<file path="src/rtl/fifo_pkg.sv">
// Shared sizing helpers and parameter sanity checks for the synchronous threshold FIFO family.
package fifo_pkg;

    function automatic int clog2(input int value);
        int result;
        result = 0;
        while ((1 << result) < value) begin
            result = result + 1;
        end
        return result;
    endfunction

    function automatic int depth_of(input int addr_w);
        return 1 << addr_w;
    endfunction

    // Count must represent 0..DEPTH inclusive, hence DEPTH+1 distinct values.
    function automatic int cnt_w_of(input int addr_w);
        return clog2(depth_of(addr_w) + 1);
    endfunction

    function automatic bit thresh_ok(input int addr_w, input int af_level, input int ae_level);
        return (addr_w >= 1) &&
               (af_level >= 1) && (af_level <= depth_of(addr_w)) &&
               (ae_level >= 0) && (ae_level <= depth_of(addr_w) - 1);
    endfunction

endpackage

</file>
<file path="src/rtl/fifo_sync_thresh_if.sv">
// Producer/consumer bus of the threshold FIFO; master drives requests, slave is the FIFO.
interface fifo_sync_thresh_if
    import fifo_pkg::*;
#(
    parameter int DATA_W = 8,
    parameter int ADDR_W = 3
);
    logic                            wr;
    logic [DATA_W-1:0]               w_data;
    logic                            rd;
    logic [DATA_W-1:0]               r_data;
    logic                            full;
    logic                            empty;
    logic                            almost_full;
    logic                            almost_empty;
    logic [cnt_w_of(ADDR_W)-1:0]     count;
    logic                            err_clr;
    logic                            overflow;
    logic                            underflow;

    modport master (
        output wr, w_data, rd, err_clr,
        input  r_data, full, empty, almost_full, almost_empty, count, overflow, underflow
    );

    modport slave (
        input  wr, w_data, rd, err_clr,
        output r_data, full, empty, almost_full, almost_empty, count, overflow, underflow
    );
endinterface

</file>
<file path="src/rtl/fifo_regfile.sv">
// DEPTH x DATA_W storage: synchronous write port, asynchronous (show-ahead) read port.
module fifo_regfile
    import fifo_pkg::*;
#(
    parameter int DATA_W = 8,
    parameter int ADDR_W = 3
) (
    input  logic              clk,
    input  logic              we,
    input  logic [ADDR_W-1:0] waddr,
    input  logic [DATA_W-1:0] wdata,
    input  logic [ADDR_W-1:0] raddr,
    output logic [DATA_W-1:0] rdata
);
    localparam int DEPTH = depth_of(ADDR_W);

    // Storage is deliberately not reset; content is only observable once written.
    logic [DATA_W-1:0] mem_q [DEPTH];

    always_ff @(posedge clk) begin
        if (we) begin
            mem_q[waddr] <= wdata;
        end
    end

    assign rdata = mem_q[raddr];
endmodule

</file>
<file path="src/rtl/fifo_sync_thresh.sv">
// Parametrised single-clock FIFO with occupancy count and almost-full/empty thresholds.
// Define FIFO_ERR_FLAGS_EN to build the sticky overflow/underflow flags.
module fifo_sync_thresh
    import fifo_pkg::*;
#(
    parameter int DATA_W   = 8,
    parameter int ADDR_W   = 3,
    parameter int AF_LEVEL = depth_of(ADDR_W) - 1,
    parameter int AE_LEVEL = 1
) (
    input  logic               clk,
    input  logic               reset,
    fifo_sync_thresh_if.slave  bus
);
    localparam int DEPTH = depth_of(ADDR_W);
    localparam int CNT_W = cnt_w_of(ADDR_W);
    localparam logic [CNT_W-1:0] DEPTH_C = CNT_W'(DEPTH);
    localparam logic [CNT_W-1:0] AF_C    = CNT_W'(AF_LEVEL);
    localparam logic [CNT_W-1:0] AE_C    = CNT_W'(AE_LEVEL);

    generate
        if (!thresh_ok(ADDR_W, AF_LEVEL, AE_LEVEL)) begin : g_bad_params
            $error("fifo_sync_thresh: ADDR_W/AF_LEVEL/AE_LEVEL out of range");
        end
    endgenerate

    logic              wr_acc;
    logic              rd_acc;
    logic [ADDR_W-1:0] w_ptr_q, w_ptr_d;
    logic [ADDR_W-1:0] r_ptr_q, r_ptr_d;
    logic [CNT_W-1:0]  count_q, count_d;
    logic              full_q, full_d;
    logic              empty_q, empty_d;
    logic              almost_full_q, almost_full_d;
    logic              almost_empty_q, almost_empty_d;

    // A write into a full FIFO is still accepted when the same cycle pops the head.
    always_comb begin
        wr_acc         = bus.wr & (~full_q | bus.rd);
        rd_acc         = bus.rd & ~empty_q;
        w_ptr_d        = w_ptr_q + ADDR_W'(wr_acc);
        r_ptr_d        = r_ptr_q + ADDR_W'(rd_acc);
        count_d        = count_q + CNT_W'(wr_acc) - CNT_W'(rd_acc);
        full_d         = (count_d == DEPTH_C);
        empty_d        = (count_d == '0);
        almost_full_d  = (count_d >= AF_C);
        almost_empty_d = (count_d <= AE_C);
    end

    always_ff @(posedge clk or posedge reset) begin
        if (reset) begin
            w_ptr_q        <= '0;
            r_ptr_q        <= '0;
            count_q        <= '0;
            full_q         <= 1'b0;
            empty_q        <= 1'b1;
            almost_full_q  <= 1'b0;
            almost_empty_q <= 1'b1;
        end else begin
            w_ptr_q        <= w_ptr_d;
            r_ptr_q        <= r_ptr_d;
            count_q        <= count_d;
            full_q         <= full_d;
            empty_q        <= empty_d;
            almost_full_q  <= almost_full_d;
            almost_empty_q <= almost_empty_d;
        end
    end

`ifdef FIFO_ERR_FLAGS_EN
    logic overflow_q, overflow_d;
    logic underflow_q, underflow_d;

    // Clearing wins over a same-cycle offending request.
    always_comb begin
        overflow_d  = overflow_q  | (bus.wr & ~wr_acc);
        underflow_d = underflow_q | (bus.rd & empty_q);
        if (bus.err_clr) begin
            overflow_d  = 1'b0;
            underflow_d = 1'b0;
        end
    end

    always_ff @(posedge clk or posedge reset) begin
        if (reset) begin
            overflow_q  <= 1'b0;
            underflow_q <= 1'b0;
        end else begin
            overflow_q  <= overflow_d;
            underflow_q <= underflow_d;
        end
    end

    assign bus.overflow  = overflow_q;
    assign bus.underflow = underflow_q;
`else
    logic unused_err_clr;
    assign unused_err_clr = bus.err_clr;
    assign bus.overflow   = 1'b0;
    assign bus.underflow  = 1'b0;
`endif

    fifo_regfile #(
        .DATA_W (DATA_W),
        .ADDR_W (ADDR_W)
    ) u_regfile (
        .clk   (clk),
        .we    (wr_acc),
        .waddr (w_ptr_q),
        .wdata (bus.w_data),
        .raddr (r_ptr_q),
        .rdata (bus.r_data)
    );

    assign bus.full         = full_q;
    assign bus.empty        = empty_q;
    assign bus.almost_full  = almost_full_q;
    assign bus.almost_empty = almost_empty_q;
    assign bus.count        = count_q;
endmodule

</file>
<file path="src/flat_wrapper.sv">
// flat-port wrapper written by rule: the top's interface ports become plain ports
module fifo_sync_thresh_flat import fifo_pkg::*;
#(
    parameter int DATA_W   = 8,
    parameter int ADDR_W   = 3,
    parameter int AF_LEVEL = depth_of(ADDR_W) - 1,
    parameter int AE_LEVEL = 1
)
  (clk, reset, bus_wr, bus_w_data, bus_rd, bus_err_clr, bus_r_data, bus_full, bus_empty, bus_almost_full, bus_almost_empty, bus_count, bus_overflow, bus_underflow);
  fifo_sync_thresh_if #(.DATA_W(DATA_W), .ADDR_W(ADDR_W)) bus_i ();
  input  logic clk;
  input  logic reset;
  input wire logic [$bits(bus_i.wr)-1:0] bus_wr;
  input wire logic [$bits(bus_i.w_data)-1:0] bus_w_data;
  input wire logic [$bits(bus_i.rd)-1:0] bus_rd;
  input wire logic [$bits(bus_i.err_clr)-1:0] bus_err_clr;
  output wire logic [$bits(bus_i.r_data)-1:0] bus_r_data;
  output wire logic [$bits(bus_i.full)-1:0] bus_full;
  output wire logic [$bits(bus_i.empty)-1:0] bus_empty;
  output wire logic [$bits(bus_i.almost_full)-1:0] bus_almost_full;
  output wire logic [$bits(bus_i.almost_empty)-1:0] bus_almost_empty;
  output wire logic [$bits(bus_i.count)-1:0] bus_count;
  output wire logic [$bits(bus_i.overflow)-1:0] bus_overflow;
  output wire logic [$bits(bus_i.underflow)-1:0] bus_underflow;
  assign bus_i.wr = bus_wr;
  assign bus_i.w_data = bus_w_data;
  assign bus_i.rd = bus_rd;
  assign bus_i.err_clr = bus_err_clr;
  assign bus_r_data = bus_i.r_data;
  assign bus_full = bus_i.full;
  assign bus_empty = bus_i.empty;
  assign bus_almost_full = bus_i.almost_full;
  assign bus_almost_empty = bus_i.almost_empty;
  assign bus_count = bus_i.count;
  assign bus_overflow = bus_i.overflow;
  assign bus_underflow = bus_i.underflow;
  fifo_sync_thresh #(.DATA_W(DATA_W), .ADDR_W(ADDR_W), .AF_LEVEL(AF_LEVEL), .AE_LEVEL(AE_LEVEL)) u_core (.clk(clk), .reset(reset), .bus(bus_i));
endmodule
</file>
<file path="config.mk">
export PLATFORM = sky130hd
export DESIGN_NAME = fifo_sync_thresh_flat
export DESIGN_NICKNAME = d
export VERILOG_FILES = /design/src/rtl/fifo_pkg.sv /design/src/rtl/fifo_sync_thresh_if.sv /design/src/rtl/fifo_regfile.sv /design/src/rtl/fifo_sync_thresh.sv /design/src/flat_wrapper.sv
export SDC_FILE = /design/constraint.sdc
export NUM_CORES = 1
export LEC_CHECK = 0
export ABC_AREA = 1
export BUFFER_PORTS_ARGS = -buffer_cell sky130_fd_sc_hd__buf_2
export CORE_ASPECT_RATIO = 1.4
export CORE_MARGIN = 5
export CORE_UTILIZATION = 59
export DETAILED_ROUTE_END_ITERATION = 8
export GPL_TIMING_DRIVEN = 1
export PLACE_DENSITY = 0.8
export SETUP_SLACK_MARGIN = 0.2
export SLEW_MARGIN = 40
export SYNTH_ARGS = -nofsm -noshare
export SYNTH_HDL_FRONTEND = slang
export SYNTH_SLANG_ARGS = --single-unit
</file>
<file path="constraint.sdc">
create_clock -name clk -period 2.2 [get_ports clk]
set_clock_uncertainty 0.15 [all_clocks]
set_input_delay 0 -clock clk [delete_from_list [all_inputs] [get_ports clk]]
set_output_delay 0 -clock clk [all_outputs]
set_load 0.03 [all_outputs]
</file>
* Yosys cells after proc, flatten, opt, wreduce, memory -nomap -nowiden
Memories as Yosys holds them, arrays and structs flattened.
Cells that the tools add are included.
** Cells by class
- $add $sub $neg :: 4
- Multipliers :: 0
- Div/mod/pow operators :: 0
- Order comparisons :: 2
- Equal/unequal tests :: 1
- Shift-type cells :: 0
- Mux-type cells :: 2
- Bitwise gates (word level) :: 5
- Reductions and logical operators :: 1
** Operators by type and width (count)
- 3-bit by 1-bit adder with 3-bit output :: 2
- 4-bit by 1-bit adder with 4-bit output :: 1
- 4-bit == test, second input constant :: 1
- 4-bit by 3-bit >= comparator with 1-bit output, second input constant :: 1
- 4-bit by 1-bit <= comparator with 1-bit output, second input constant :: 1
- 4-bit zero test :: 1
- 4-bit by 1-bit subtractor with 4-bit output :: 1
- 1-bit bitwise AND :: 2
- 1-bit two-way mux :: 2
- 1-bit inverter :: 2
- 1-bit OR :: 1
** Word-level totals
- Register bits after elaboration :: 14
- Bits in latches :: 0
- Memory bits (writable) :: 64
- Memory bits (read-only) :: 0
- Output and inout port bits :: 18
- Logic and storage cells :: 23
- Memories kept :: 1
** Memories
- u_core.u_regfile.mem_q :: depth 8, width 8, read ports 1, clocked after memory_dff 0, wr ports 1, line fifo_regfile.sv:18 : logic [DATA_W-1:0] mem_q [DEPTH];

* Depth between registers and ports, before layout
- Depth in word-level cells :: 6
- Mapped depth :: 11
- Mapped depth without buffers :: 11

* By module
From an unflattened synthesis, not the netlist that was laid out.
** Unflattened totals
- Cell total of the unflattened synthesis :: 363
- Area, all modules :: 3569.7 µm²
** By module, submodules not included
- fifo_regfile :: times used 1, cells an instance 295, area each 2890.3 µm², sequential area each 1921.8 µm²
- fifo_sync_thresh :: times used 1, cells an instance 68, area each 679.4 µm², sequential area each 352.8 µm²

* Least setup slack after synthesis
No wires, ideal clock.
- Kind :: reg-to-reg
- Start :: register u_core.empty_q, in the netlist u_core.bus.empty
- End :: register u_core.full_q, in the netlist u_core.bus.full
- Setup time :: 116 ps
- Data arrival time :: 1927 ps
- Required time :: 1934 ps
- Path slack :: 7 ps
- Stages on the path, launching flop included :: 10
- Cells stage by stage :: dfstp_2 -> or2_4 -> or2_1 -> nand2_1 -> ha_1 -> fa_1 -> xor2_1 -> inv_1 -> nand2_1 -> nor2_1
** On the way
- Cells in the longest elaborated chain, start to end :: 4
** RTL lines
- from (decl) :: line fifo_sync_thresh.sv:33 : logic empty_q, empty_d;
- from (signal assigned) :: line fifo_sync_thresh.sv:64 : empty_q <= empty_d;
- 1-bit inverter :: line fifo_sync_thresh.sv:40 : rd_acc = bus.rd & ~empty_q;
- 1-bit bitwise AND :: line fifo_sync_thresh.sv:40
- 4-bit by 1-bit subtractor with 4-bit output :: line fifo_sync_thresh.sv:43 : count_d = count_q + CNT_W'(wr_acc) - CNT_W'(rd_acc);
- via u_core.count_d[2] :: line fifo_sync_thresh.sv:31 : logic [CNT_W-1:0] count_q, count_d;
- 4-bit == test :: line fifo_sync_thresh.sv:44 : full_d = (count_d == DEPTH_C);
- via u_core.full_d :: line fifo_sync_thresh.sv:32 : logic full_q, full_d;
- to (signal assigned) :: line fifo_sync_thresh.sv:63 : full_q <= full_d;
- to (decl) :: line fifo_sync_thresh.sv:32
The timed path passes the listed nets, and every way through them passes these cells.

* Worst setup path in the final report
- Start :: register u_core.empty_q, in the netlist u_core.bus.empty
- End :: register u_core.empty_q, in the netlist u_core.bus.empty
** On the way
- Cells in the longest elaborated chain, start to end :: 4
** RTL lines
- 1-bit inverter :: line fifo_sync_thresh.sv:40
- 1-bit bitwise AND :: line fifo_sync_thresh.sv:40
- 4-bit by 1-bit subtractor with 4-bit output :: line fifo_sync_thresh.sv:43
- via u_core.count_d[1] :: line fifo_sync_thresh.sv:31
- 4-bit zero test :: line fifo_sync_thresh.sv:45 : empty_d = (count_d == '0);
- via u_core.empty_d :: line fifo_sync_thresh.sv:33
The timed path passes the listed nets, and every way through them passes these cells.

==> impl_summary.log <==
[metrics] Reg2Reg Depth: 8
[metrics] delay-heaviest family, CP: simple AND/OR/NAND/NOR gates
[metrics] HPWL Detailed: 4598 um
[metrics] count of unresolved DRC violations after routing: 0
[metrics] Avg WL per Cell: 13.72 um
[metrics] cell type of the slowest stage on the worst timing path: fa_2
[metrics] layout filler cell count: 418
[metrics] detailed-router iteration count before antenna repair: 4
[metrics] Hold Crit Endpoint: u_core.bus.count[0]
[metrics] required arrival time at the worst endpoint: 2330 ps
[metrics] top-level I/O count: 31
[metrics] area occupied by registers: 2275 sq um
[metrics] sum of negative setup slack: 0 ps
[metrics] num rows: 33
[metrics] total standard cell area after synthesis: 3593 sq um
[metrics] setup repair after global routing missed its margin: yes
[metrics] number of inserted diodes: 0
[metrics] setup violation total in the final timing report: 0
[metrics] Internal: 3.392 mW
[metrics] count of H-tree levels built during CTS: 3
[metrics] number of buffers inserted during clock tree synthesis: 9
[metrics] TritonCTS Sinks: 78
[metrics] post-route ant nets: 0
[metrics] routability congestion estimate: roughly 0.8
[metrics] number of synthesized register bits: 78
[metrics] sequential power share: 35.6%
[metrics] buffers plus inverters on the worst setup path: 0
[metrics] fin nets: between 400 and 500
[metrics] sort of element at the start of the critical path: flop
[metrics] worst IR drop on VDD: 0.001058 V
[metrics] slowest cell delay on critical path: 460 ps
[metrics] share of the cycle needed by the critical path after routing: 93.32%
[metrics] post-placement worst setup slack: 156.7 ps
[metrics] Fmax: between 400 and 500 MHz
[metrics] share of layout cells above drive strength 1: between 20% and 30%
[metrics] clock buffer depth: 2
[metrics] initial antenna violation count: 0
[metrics] Die Span Y: roughly 100 um
[metrics] worst-path maximum fanout: 4
[metrics] outcome: completed
[metrics] first element of the critical path: u_core.bus.empty
[metrics] register-to-register setup slack: 150 ps
[metrics] Crit Reg-Reg Startpoint: u_core.bus.empty
[metrics] power per standard cell area: 1375 nW/um^2
[metrics] Static Leakage: 2.048 nW
[metrics] count of warnings emitted by yosys: 0
[metrics] Switching Fraction: 41.29%
[metrics] endpoint type of the worst setup path: flop
[metrics] sequential-to-total area share from yosys stat: 63.30%
[metrics] vias in the first global route: approximately 2,500
[metrics] count of different cell masters after synthesis: 21
[metrics] wire length of the first global-routing pass: 11,230 um
[metrics] final critical delay including setup and external delays: 2053 ps
[metrics] endpoint of the worst register-to-register path: u_core.bus.empty
[metrics] global router's overall resource usage: 19.02%
[metrics] mean cell area of the mapped netlist: 9.954 sq um
[metrics] placed instance area: about 3800 sq um
[metrics] remaining global-route overflow: 0
[metrics] Inst Count DP: 463
[metrics] Hold Path Depth: 4
[metrics] total via count in the routed design: 2,412
[metrics] slack of the critical path: 147.0 ps
[metrics] finished layout cell area: around 4200 sq um
[metrics] footprint of the multi-input gates: 940.9 sq um
[metrics] CTS tree: built
[metrics] later-pin clock latency in the skew report: 340 ps
[metrics] Total Routed Length: 6749 um
[metrics] Cells after Synth: 361
[metrics] clock-pin slew on the worst setup and hold paths: 70 ps
[metrics] max-slew violation count: 0
[metrics] P_sw: 2.386 mW
[metrics] clock network power share: between 10% and 20%
[metrics] origin of the worst min-delay path: bus_rd
[metrics] die extent in x: 75.96 um
[metrics] Avg Vias per Cell: roughly 4.9
[metrics] slew at the pin closest to its max-slew limit: 515.5 ps
[metrics] combinational share of power: 45.0%
[metrics] root buf cell: clkbuf_8
[metrics] violation count after the first detailed-routing iteration: 116
[metrics] count of non-filler cells in the finished layout: 492
[metrics] relative slew slack: 65.60%
[metrics] number of port buffers: 27
[metrics] pin count of the biggest net entering global routing: 35
[metrics] Crit Path Category: flop to flop
[metrics] Hold Violations, Final: 0
[metrics] number of maximum-capacitance violations: 0
[metrics] cell-by-cell listing of the critical path: or2_4 > or2_4 > nand2_4 > ha_4 > fa_2 > nor2_1 > nand2_1 > nor2_1
[metrics] effective utilization at floorplan: between 60 and 70%
[metrics] kind of path behind the tightest hold check: input pin to flop
[metrics] core footprint: ~5900 sq um
[metrics] CP arrival: 2180 ps
[metrics] signed area change from the synthesized netlist to the final layout: 16.89%
[metrics] Die Footprint: 7773 sq um
==> power by group through the flow <==
stage                     Sequential, mW  Clock [mW]  Combinational (mW)
after global placement              2.07           0                2.45
after detailed placement            2.09           0                2.53
after floorplan                     2.15           0                1.87
after global routing                2.09        1.22                2.90
final                               2.06        1.12                2.60
after CTS                           2.06        1.14                2.60
==> state kept, by name, indices dropped and copies added, names as in the netlist <==
| name | flops |
|---|---|
| u_core.u_regfile.mem_q | 64 |
| u_core.bus.count | 4 |
| u_core.r_ptr_q | 3 |
| u_core.w_ptr_q | 3 |
| u_core.bus.almost_empty | 1 |
| u_core.bus.almost_full | 1 |
| u_core.bus.empty | 1 |
| u_core.bus.full | 1 |
==> worst register-to-register path: cells and delay by family (launching register included) <==
kind	cells	cell delay, ps
and+or+nand+nor	6	870
adders and majority gates	2	610
DFF	1	370
==> layout make-up <==
type	instances	area share [%]
clock inverter	6	2.055
sequential	78	54.16
tap	70	2.085
clock buffer	10	3.038
multi-input combinational	194	22.40
inverter	77	7.000
timing repair buffer	57	9.264
==> cell families (layout without fill, tap and decap cells) <==
kind of cell	count (synthesis)	count (layout)	synth area share [%]
buf+inv	90	150	11.66
simple gates	180	180	21.00
xor+xnor	4	4	0.9748
flops	78	78	63.30
compound gates	1	1	0.3133
fa+ha+maj	7	7	2.646
other cells	1	2	0.1044
==> stage by stage <==
| stage | util [%] | total power [mW] | hold WS, ps |
|---|---|---|---|
| after floorplan | - | 4.024 | -262.2 |
| after global placement | 65.16 | 4.518 | -101.8 |
| after detailed placement | 65.16 | 4.614 | -100.9 |
| after CTS | 70.99 | 5.792 | 0.2891 |
| after global routing | 71.14 | 6.203 | 15.76 |
| final | 71.14 | 5.777 | 14.20 |
==> cells in the mapped netlist, drive strengths merged <==
master  number  area share [%]
xor2         4            0.97
conb         1            0.10
dfstp        2             1.5
nor2        14             1.5
inv         77             8.2
ha           6             2.1
nand2      128              14
nand3       35             4.9
edfxtp      64              53
buf         13             3.5
a21boi       1            0.31
dfrtp       12             8.4
fa           1            0.56
or2          3            0.59
==> cells in the final DEF, fill, tap and decap left out, drive strengths merged <==
cell,count
conb,2
nand2,128
fa,1
clkinv,3
clkbuf,10
inv,77
nor2,14
ha,6
clkinvlp,1
buf,47
dfrtp,12
xor2,4
edfxtp,64
dfstp,2
or2,3
a21boi,1
bufinv,2
dlygate4sd3,10
nand3,35
==> layer usage <==
metal	share of wire (%)	GRT usage, %
met5	0	0
met2	57	37.34
met1	35	18.21
met4	1.6	10.68
met3	5.8	3.792
==> how the worst max path moves through the flow <==
| stage | end | cells past startpoint | slack (ps) |
|---|---|---|---|
| 2_1_floorplan | u_core.bus.full | 9 | 120 |
| 3_3_place_gp | u_core.bus.full | 9 | 200 |
| 3_5_place_dp | u_core.bus.empty | 8 | 160 |
| 4_1_cts | u_core.bus.empty | 8 | 160 |
| 5_1_grt | u_core.bus.full | 8 | 100 |
| 6_report | u_core.bus.empty | 8 | 150 |
==> timing repair <==
item,4_1_cts,5_1_grt
cloned,0,0
setup buffers,3,0
setup endpoints to repair,4,6
endpoints found under the hold margin,79,0
hold buffers,10,0
pin swaps,1,1
resized for setup,1,3
(Power assumes the default switching activity.)
